--- src/rtl/reset_sequencer_pkg.sv ---
// Shared definitions for the reset sequencer: FSM state encoding and default timing.
package reset_sequencer_pkg;

    localparam int DEF_N_CHAN        = 4;
    localparam int DEF_W_CNT         = 8;
    localparam int DEF_HOLD_CYCLES   = 16;
    localparam int DEF_STAGE_DELAY   = 8;
    localparam int DEF_READY_TIMEOUT = 255;

    typedef enum logic [1:0] {
        ST_HOLD     = 2'd0,
        ST_DELAY    = 2'd1,
        ST_WAIT_RDY = 2'd2,
        ST_RUN      = 2'd3
    } seq_state_t;

    // Width of the stage index for a given channel count.
    function automatic int stage_width(input int n_chan);
        return $clog2(n_chan) + 1;
    endfunction

endpackage

--- src/rtl/reset_sequencer_if.sv ---
// Control/status bundle between the reset sequencer and the SoC top level.
interface reset_sequencer_if
    import reset_sequencer_pkg::*;
#(
    parameter int N_CHAN = DEF_N_CHAN
) ();

    logic                            req_reset;
    logic [N_CHAN-1:0]               chan_ready;
    logic [N_CHAN-1:0]               rst_n_out;
    logic                            busy;
    logic                            done;
    logic                            timeout_err;
    logic [stage_width(N_CHAN)-1:0]  stage;

    // Sequencer side.
    modport master (
        input  req_reset,
        input  chan_ready,
        output rst_n_out,
        output busy,
        output done,
        output timeout_err,
        output stage
    );

    // Consumer side (SoC top / subsystems).
    modport slave (
        output req_reset,
        output chan_ready,
        input  rst_n_out,
        input  busy,
        input  done,
        input  timeout_err,
        input  stage
    );

endinterface

--- src/rtl/reset_sequencer.sv ---
// Ordered release of N_CHAN active-low resets with hold time, per-stage delay,
// optional per-channel ready handshake with timeout, and software re-sequencing.
module reset_sequencer
    import reset_sequencer_pkg::*;
#(
    parameter int               N_CHAN        = DEF_N_CHAN,
    parameter int               W_CNT         = DEF_W_CNT,
    parameter int               HOLD_CYCLES   = DEF_HOLD_CYCLES,
    parameter int               STAGE_DELAY   = DEF_STAGE_DELAY,
    parameter int               READY_TIMEOUT = DEF_READY_TIMEOUT,
    parameter logic [N_CHAN-1:0] USE_READY    = '0
) (
    input  logic               clk_sys,
    input  logic               rst_sys,
    reset_sequencer_if.master  bus
);

    localparam int SW = stage_width(N_CHAN);
    localparam int IW = (N_CHAN > 1) ? $clog2(N_CHAN) : 1;

    localparam logic [W_CNT-1:0] HOLD_LAST  = W_CNT'(HOLD_CYCLES - 1);
    localparam logic [W_CNT-1:0] DELAY_LAST = W_CNT'(STAGE_DELAY - 1);
    localparam logic [W_CNT-1:0] TO_LAST    = W_CNT'(READY_TIMEOUT - 1);
    localparam logic [SW-1:0]    LAST_STAGE = SW'(N_CHAN - 1);

    // Reject timing parameters the shared counter cannot represent.
    if (HOLD_CYCLES < 1 || STAGE_DELAY < 1 || READY_TIMEOUT < 0 ||
        longint'(HOLD_CYCLES)   >= (longint'(1) << W_CNT) ||
        longint'(STAGE_DELAY)   >= (longint'(1) << W_CNT) ||
        longint'(READY_TIMEOUT) >= (longint'(1) << W_CNT)) begin : g_param_err
        $error("reset_sequencer: timing parameters out of range for W_CNT");
    end

    seq_state_t         state_reg, state_next;
    logic [W_CNT-1:0]   cnt_reg, cnt_next;
    logic [SW-1:0]      stage_reg, stage_next;
    logic [N_CHAN-1:0]  rst_n_reg, rst_n_next;
    logic               busy_reg, busy_next;
    logic               done_reg, done_next;
    logic               terr_reg, terr_next;
    logic               advance;
    logic [IW-1:0]      idx;

    // Channel index used to select per-channel ready/enable bits.
    assign idx = stage_reg[IW-1:0];

    // Next-state logic: one shared counter serves hold, delay and timeout phases.
    always_comb begin
        state_next = state_reg;
        cnt_next   = cnt_reg;
        stage_next = stage_reg;
        rst_n_next = rst_n_reg;
        busy_next  = busy_reg;
        done_next  = done_reg;
        terr_next  = terr_reg;
        advance    = 1'b0;

        unique case (state_reg)
            ST_HOLD: begin
                if (cnt_reg == HOLD_LAST) begin
                    cnt_next   = '0;
                    stage_next = '0;
                    state_next = ST_DELAY;
                end else begin
                    cnt_next = cnt_reg + W_CNT'(1);
                end
            end
            ST_DELAY: begin
                if (cnt_reg == DELAY_LAST) begin
                    rst_n_next[idx] = 1'b1;
                    cnt_next        = '0;
                    if (USE_READY[idx]) begin
                        state_next = ST_WAIT_RDY;
                    end else begin
                        advance = 1'b1;
                    end
                end else begin
                    cnt_next = cnt_reg + W_CNT'(1);
                end
            end
            ST_WAIT_RDY: begin
                if (bus.chan_ready[idx]) begin
                    advance = 1'b1;
                end else if (READY_TIMEOUT != 0 && cnt_reg == TO_LAST) begin
                    // Give up on this channel but remember it for software.
                    terr_next = 1'b1;
                    advance   = 1'b1;
                end else begin
                    cnt_next = cnt_reg + W_CNT'(1);
                end
            end
            ST_RUN: begin
            end
            default: state_next = ST_HOLD;
        endcase

        // Move to the next channel, or finish after the last one.
        if (advance) begin
            cnt_next = '0;
            if (stage_reg == LAST_STAGE) begin
                state_next = ST_RUN;
                busy_next  = 1'b0;
                done_next  = 1'b1;
            end else begin
                stage_next = stage_reg + SW'(1);
                state_next = ST_DELAY;
            end
        end

        // Software re-sequence overrides everything, from any state.
        if (bus.req_reset) begin
            state_next = ST_HOLD;
            cnt_next   = '0;
            stage_next = '0;
            rst_n_next = '0;
            busy_next  = 1'b1;
            done_next  = 1'b0;
            terr_next  = 1'b0;
        end
    end

    // State and output registers; rst_sys wins over req_reset.
    always_ff @(posedge clk_sys) begin
        if (rst_sys) begin
            state_reg <= ST_HOLD;
            cnt_reg   <= '0;
            stage_reg <= '0;
            rst_n_reg <= '0;
            busy_reg  <= 1'b1;
            done_reg  <= 1'b0;
            terr_reg  <= 1'b0;
        end else begin
            state_reg <= state_next;
            cnt_reg   <= cnt_next;
            stage_reg <= stage_next;
            rst_n_reg <= rst_n_next;
            busy_reg  <= busy_next;
            done_reg  <= done_next;
            terr_reg  <= terr_next;
        end
    end

    assign bus.rst_n_out   = rst_n_reg;
    assign bus.busy        = busy_reg;
    assign bus.done        = done_reg;
    assign bus.timeout_err = terr_reg;
    assign bus.stage       = stage_reg;

endmodule
--- src/flat_wrapper.sv ---
// flat-port wrapper written by rule: the top's interface ports become plain ports
module reset_sequencer_flat import reset_sequencer_pkg::*;
#(
    parameter int               N_CHAN        = DEF_N_CHAN,
    parameter int               W_CNT         = DEF_W_CNT,
    parameter int               HOLD_CYCLES   = DEF_HOLD_CYCLES,
    parameter int               STAGE_DELAY   = DEF_STAGE_DELAY,
    parameter int               READY_TIMEOUT = DEF_READY_TIMEOUT,
    parameter logic [N_CHAN-1:0] USE_READY    = '0
)
  (clk_sys, rst_sys, bus_req_reset, bus_chan_ready, bus_rst_n_out, bus_busy, bus_done, bus_timeout_err, bus_stage);
  reset_sequencer_if #(.N_CHAN(N_CHAN)) bus_i ();
  input  logic clk_sys;
  input  logic rst_sys;
  input wire logic [$bits(bus_i.req_reset)-1:0] bus_req_reset;
  input wire logic [$bits(bus_i.chan_ready)-1:0] bus_chan_ready;
  output wire logic [$bits(bus_i.rst_n_out)-1:0] bus_rst_n_out;
  output wire logic [$bits(bus_i.busy)-1:0] bus_busy;
  output wire logic [$bits(bus_i.done)-1:0] bus_done;
  output wire logic [$bits(bus_i.timeout_err)-1:0] bus_timeout_err;
  output wire logic [$bits(bus_i.stage)-1:0] bus_stage;
  assign bus_i.req_reset = bus_req_reset;
  assign bus_i.chan_ready = bus_chan_ready;
  assign bus_rst_n_out = bus_i.rst_n_out;
  assign bus_busy = bus_i.busy;
  assign bus_done = bus_i.done;
  assign bus_timeout_err = bus_i.timeout_err;
  assign bus_stage = bus_i.stage;
  reset_sequencer #(.N_CHAN(N_CHAN), .W_CNT(W_CNT), .HOLD_CYCLES(HOLD_CYCLES), .STAGE_DELAY(STAGE_DELAY), .READY_TIMEOUT(READY_TIMEOUT), .USE_READY(USE_READY)) u_core (.clk_sys(clk_sys), .rst_sys(rst_sys), .bus(bus_i));
endmodule
--- config.mk ---
export PLATFORM = sky130hd
export DESIGN_NAME = reset_sequencer_flat
export DESIGN_NICKNAME = d
export VERILOG_FILES = /design/src/rtl/reset_sequencer_pkg.sv /design/src/rtl/reset_sequencer_if.sv /design/src/rtl/reset_sequencer.sv /design/src/flat_wrapper.sv
export SDC_FILE = /design/constraint.sdc
export NUM_CORES = 1
export LEC_CHECK = 0
export ABC_AREA = 1
export BUFFER_PORTS_ARGS = -buffer_cell sky130_fd_sc_hd__buf_2
export CAP_MARGIN = 20
export CORE_MARGIN = 2
export CORE_UTILIZATION = 35
export DETAILED_ROUTE_END_ITERATION = 8
export GPL_TIMING_DRIVEN = 1
export SLEW_MARGIN = 10
export SYNTH_ARGS = -nofsm -noshare
export SYNTH_HDL_FRONTEND = slang
export SYNTH_SLANG_ARGS = --single-unit
--- constraint.sdc ---
create_clock -name clk_sys -period 1.35 [get_ports clk_sys]
set_input_delay 0.2025 -clock clk_sys [delete_from_list [all_inputs] [get_ports clk_sys]]
set_output_delay 0.2025 -clock clk_sys [all_outputs]
set_load 0.01 [all_outputs]
==> flow_summary.json <==
{
  "status": "finished, violations left",
  "violations": "setup timing",
  "synth_seq_area_share_pct": 31.07,
  "tns_ps": -888.8,
  "worstSetupStartpoint": "u_core.cnt_reg[0]$_SDFFE_PP0P_",
  "place_congestion": 0.7912,
  "fin_ws_ps": -109.3,
  "critical_path_depth": 9,
  "slew_violations": 0,
  "clkTransAtPathRegs_ps": 80,
  "fp.dieH_microns": 64.68,
  "ys_seq_elements": 20,
  "grt_pass1_wl_microns": 5264,
  "cts_buffers": 3,
  "synth_nets": 198,
  "ios": 17,
  "reg2reg_slack_ps": -110,
  "h-tree-depth": 1,
  "layout-drive-gt1-share_pct": 48.05,
  "cts.sinks": 20,
  "rsz0062_at_grt": "true",
  "clockBufferDepth": 2,
  "min_path_type": "in -> reg",
  "avgRoutedWirePerCell_microns": 11.93,
  "antenna_found_initial": 0,
  "synth_mux_area_share_pct": 0,
  "drt_iter0_markers": 53,
  "r2r_cells": 9,
  "cp-end-kind": "register",
  "finalCritPeriodShare_pct": 108.1,
  "crit_type": "reg -> reg",
  "io_buffers": 16,
  "antenna_cells": 0,
  "yosysUniqueCellTypes": 21,
  "grt_max_degree": 13,
  "dr.pass1.iters": 4,
  "min_period_ps": 1459,
  "clkLatencyLatePin_ps": 260,
  "gr-usage-all-layers_pct": 16.03,
  "finalClockSkew_ps": 2.050,
  "cts_tree": "yes",
  "nFillCells": 350,
  "slowest_delay_ps": 380,
  "relSlewSlack_pct": 80.57,
  "ff_latch_area_sq_um": 414.1,
  "gr-total-overflow": 0,
  "drv_cap": 0,
  "synthAdderAreaFrac_pct": 9.709,
  "synthCells": 181,
  "met1_length_microns": 1407,
  "wl_met3_microns": 128,
  "ir_worst_vdd_mv": 0.5119,
  "ys_warn_count": 0,
  "initial_core_util_pct": 35.74,
  "largest_register_ffs": 8,
  "nets": 249,
  "route.top_layer_used": "met4",
  "postSynthAreaPerCell_sq_um": 7.120,
  "worstPathRequired_ps": 1550,
  "worstPathMaxFanout": 5,
  "clock-root-buffer": "clkbuf_8",
  "crit_arrival_ps": 1660,
  "synth_top_family_by_area": "simple AND/OR/NAND/NOR gates",
  "power.leakage_nw": 0.8504,
  "met2_length_microns": 1768,
  "die_area_sq_mm": 0.004184,
  "synthSimpleGateAreaFrac_pct": 40.49,
  "grt_pass1_vias": 1175,
  "path_buf_inv": 1,
  "worst_slew_pin_slew_ps": 291.1,
  "viasPerCell": 4.692,
  "area_growth_pct": 51.65,
  "fmax_mhz": 685.3,
  "ant_nets": 0,
  "syn_area_sq_mm": 0.001289,
  "rows": 22,
  "multi_input_area_sq_um": 991.0,
  "vias": 1309,
  "r2r_start": "u_core.cnt_reg[0]$_SDFFE_PP0P_",
  "cp_cell_sequence": "ha_4, nand2_4, nor2_4, nand4_1, nand3_4, nand2_8, inv_4, nand2_2, a21oi_2",
  "cts_hold_buf": 0,
  "die_x_microns": 64.68,
  "routed_wl_microns": 3328,
  "hold_viol_final": 0,
  "synth_compound_area_share_pct": 8.738,
  "r2r_end": "u_core.bus.stage[1]$_SDFF_PP0_",
  "coreArea_sq_mm": 0.003606,
  "setup_violations": 15,
  "crit_end": "u_core.bus.stage[1]$_SDFF_PP0_",
  "worst_hold_slack_ps": 295.2,
  "slowest_stage": "dfxtp_4",
  "dp_hpwl_microns": 2375,
  "drc": 0,
  "cp_top_family": "simple AND/OR/NAND/NOR gates",
  "synthXorXnorAreaFrac_pct": 0.6796,
  "cp-start-kind": "register",
  "p_per_area_mw_per_mm2": 653.3
}
[kinds of logic (layout without fill, tap and decap cells)]
family	count (synthesis)	after routing
simple gates	104	106
buf+inv	28	76
flops	20	20
compound gates	18	18
fa+ha+maj	10	10
xor+xnor	1	1
[worst reg2reg max path, cell delays in order, from the launching register on]
cell and delay, ps:
dfxtp_4 380, ha_4 160, nand2_4 60, nor2_4 80, nand4_1 180, nand3_4 190, nand2_8 90, inv_4 70
nand2_2 50, a21oi_2 130
[how the worst min path moves through the flow]
stage | start | endpoint | depth (start not counted)
final | bus_req_reset | u_core.bus.busy$_SDFFE_PP1P_ | 4
after global routing | bus_req_reset | u_core.bus.busy$_SDFFE_PP1P_ | 4
after CTS | bus_req_reset | u_core.bus.busy$_SDFFE_PP1P_ | 4
after detailed placement | u_core.bus.rst_n_out[0]$_SDFFE_PP0P_ | u_core.bus.rst_n_out[0]$_SDFFE_PP0P_ | 2
after global placement | u_core.bus.busy$_SDFFE_PP1P_ | u_core.bus.busy$_SDFFE_PP1P_ | 2
after floorplan | bus_req_reset | u_core.bus.busy$_SDFFE_PP1P_ | 2
[report_power, final]
| group | switching (W) | internal (W) |
|---|---|---|
| Combinational | 0.0000334 | 0.0000291 |
| Clock | 0.000224 | 0.000396 |
| Sequential | 0.00000412 | 0.000590 |
[what timing repair did]
item	4_1_cts	5_1_grt
buffers inserted	3	1
pin swaps	14	19
resized for setup	23	33
setup endpoints to repair	17	20
cloned	1	1
[per-stage QoR]
stage	setup WS, ps	utilization (%)	total power, W	area [sq um]	cells
2_1_floorplan	7.469	-	0.0006317	1306	181
3_3_place_gp	-182.8	45.32	0.0006582	1634	271
3_5_place_dp	-182.5	45.32	0.0006581	1634	271
4_1_cts	-71.96	50.62	0.001275	1826	278
5_1_grt	-185.1	54.20	0.001308	1954	279
6_report	-109.3	54.20	0.001277	1954	279
[per-layer routing]
metal,global-route usage (%),vias to the layer above
met5,0,-
li1,-,682
met2,29.69,23
met3,3.993,6
met1,18.95,598
met4,2.394,0
[cells in the final DEF, fill, tap and decap left out, drive strengths merged]
cell / instances
o311ai: 2
ha: 10
buf: 46
o21a: 1
clkbuf: 3
nor2: 31
xor2: 1
a21oi: 10
o21bai: 5
nand3: 25
nor3: 1
dfxtp: 20
bufinv: 1
inv: 26
nand4: 3
nand2: 45
and2: 1
[Yosys cell counts]
master	instances	share of area [%]
o21bai_1	5	2.9
a21oi_1	10	3.9
buf_6	2	1.7
and2_4	1	0.68
nand3_1	16	6.2
nor3_2	1	0.78
nand2_2	6	2.9
nor2_1	25	7.3
inv_2	2	0.58
dfxtp_1	20	31
nand3_2	8	6.2
nor2_2	5	2.4
xor2_1	1	0.68
nor2_4	1	0.87
o21a_1	1	0.58
nand2_1	37	11
inv_1	24	7.0
nand4_1	3	1.5
ha_1	10	9.7
o311ai_0	2	1.4
nand2_4	1	0.87
[layout make-up]
cell class / instances / area share, %
Multi-Input combinational cell: 135 / 50.70
Sequential cell: 20 / 21.19
Timing Repair Buffer: 46 / 16.01
Inverter: 26 / 5.378
Tap cell: 48 / 3.073
Clock buffer: 3 / 2.113
Clock inverter: 1 / 1.536
No activity file was read; power rests on OpenSTA's default activity.
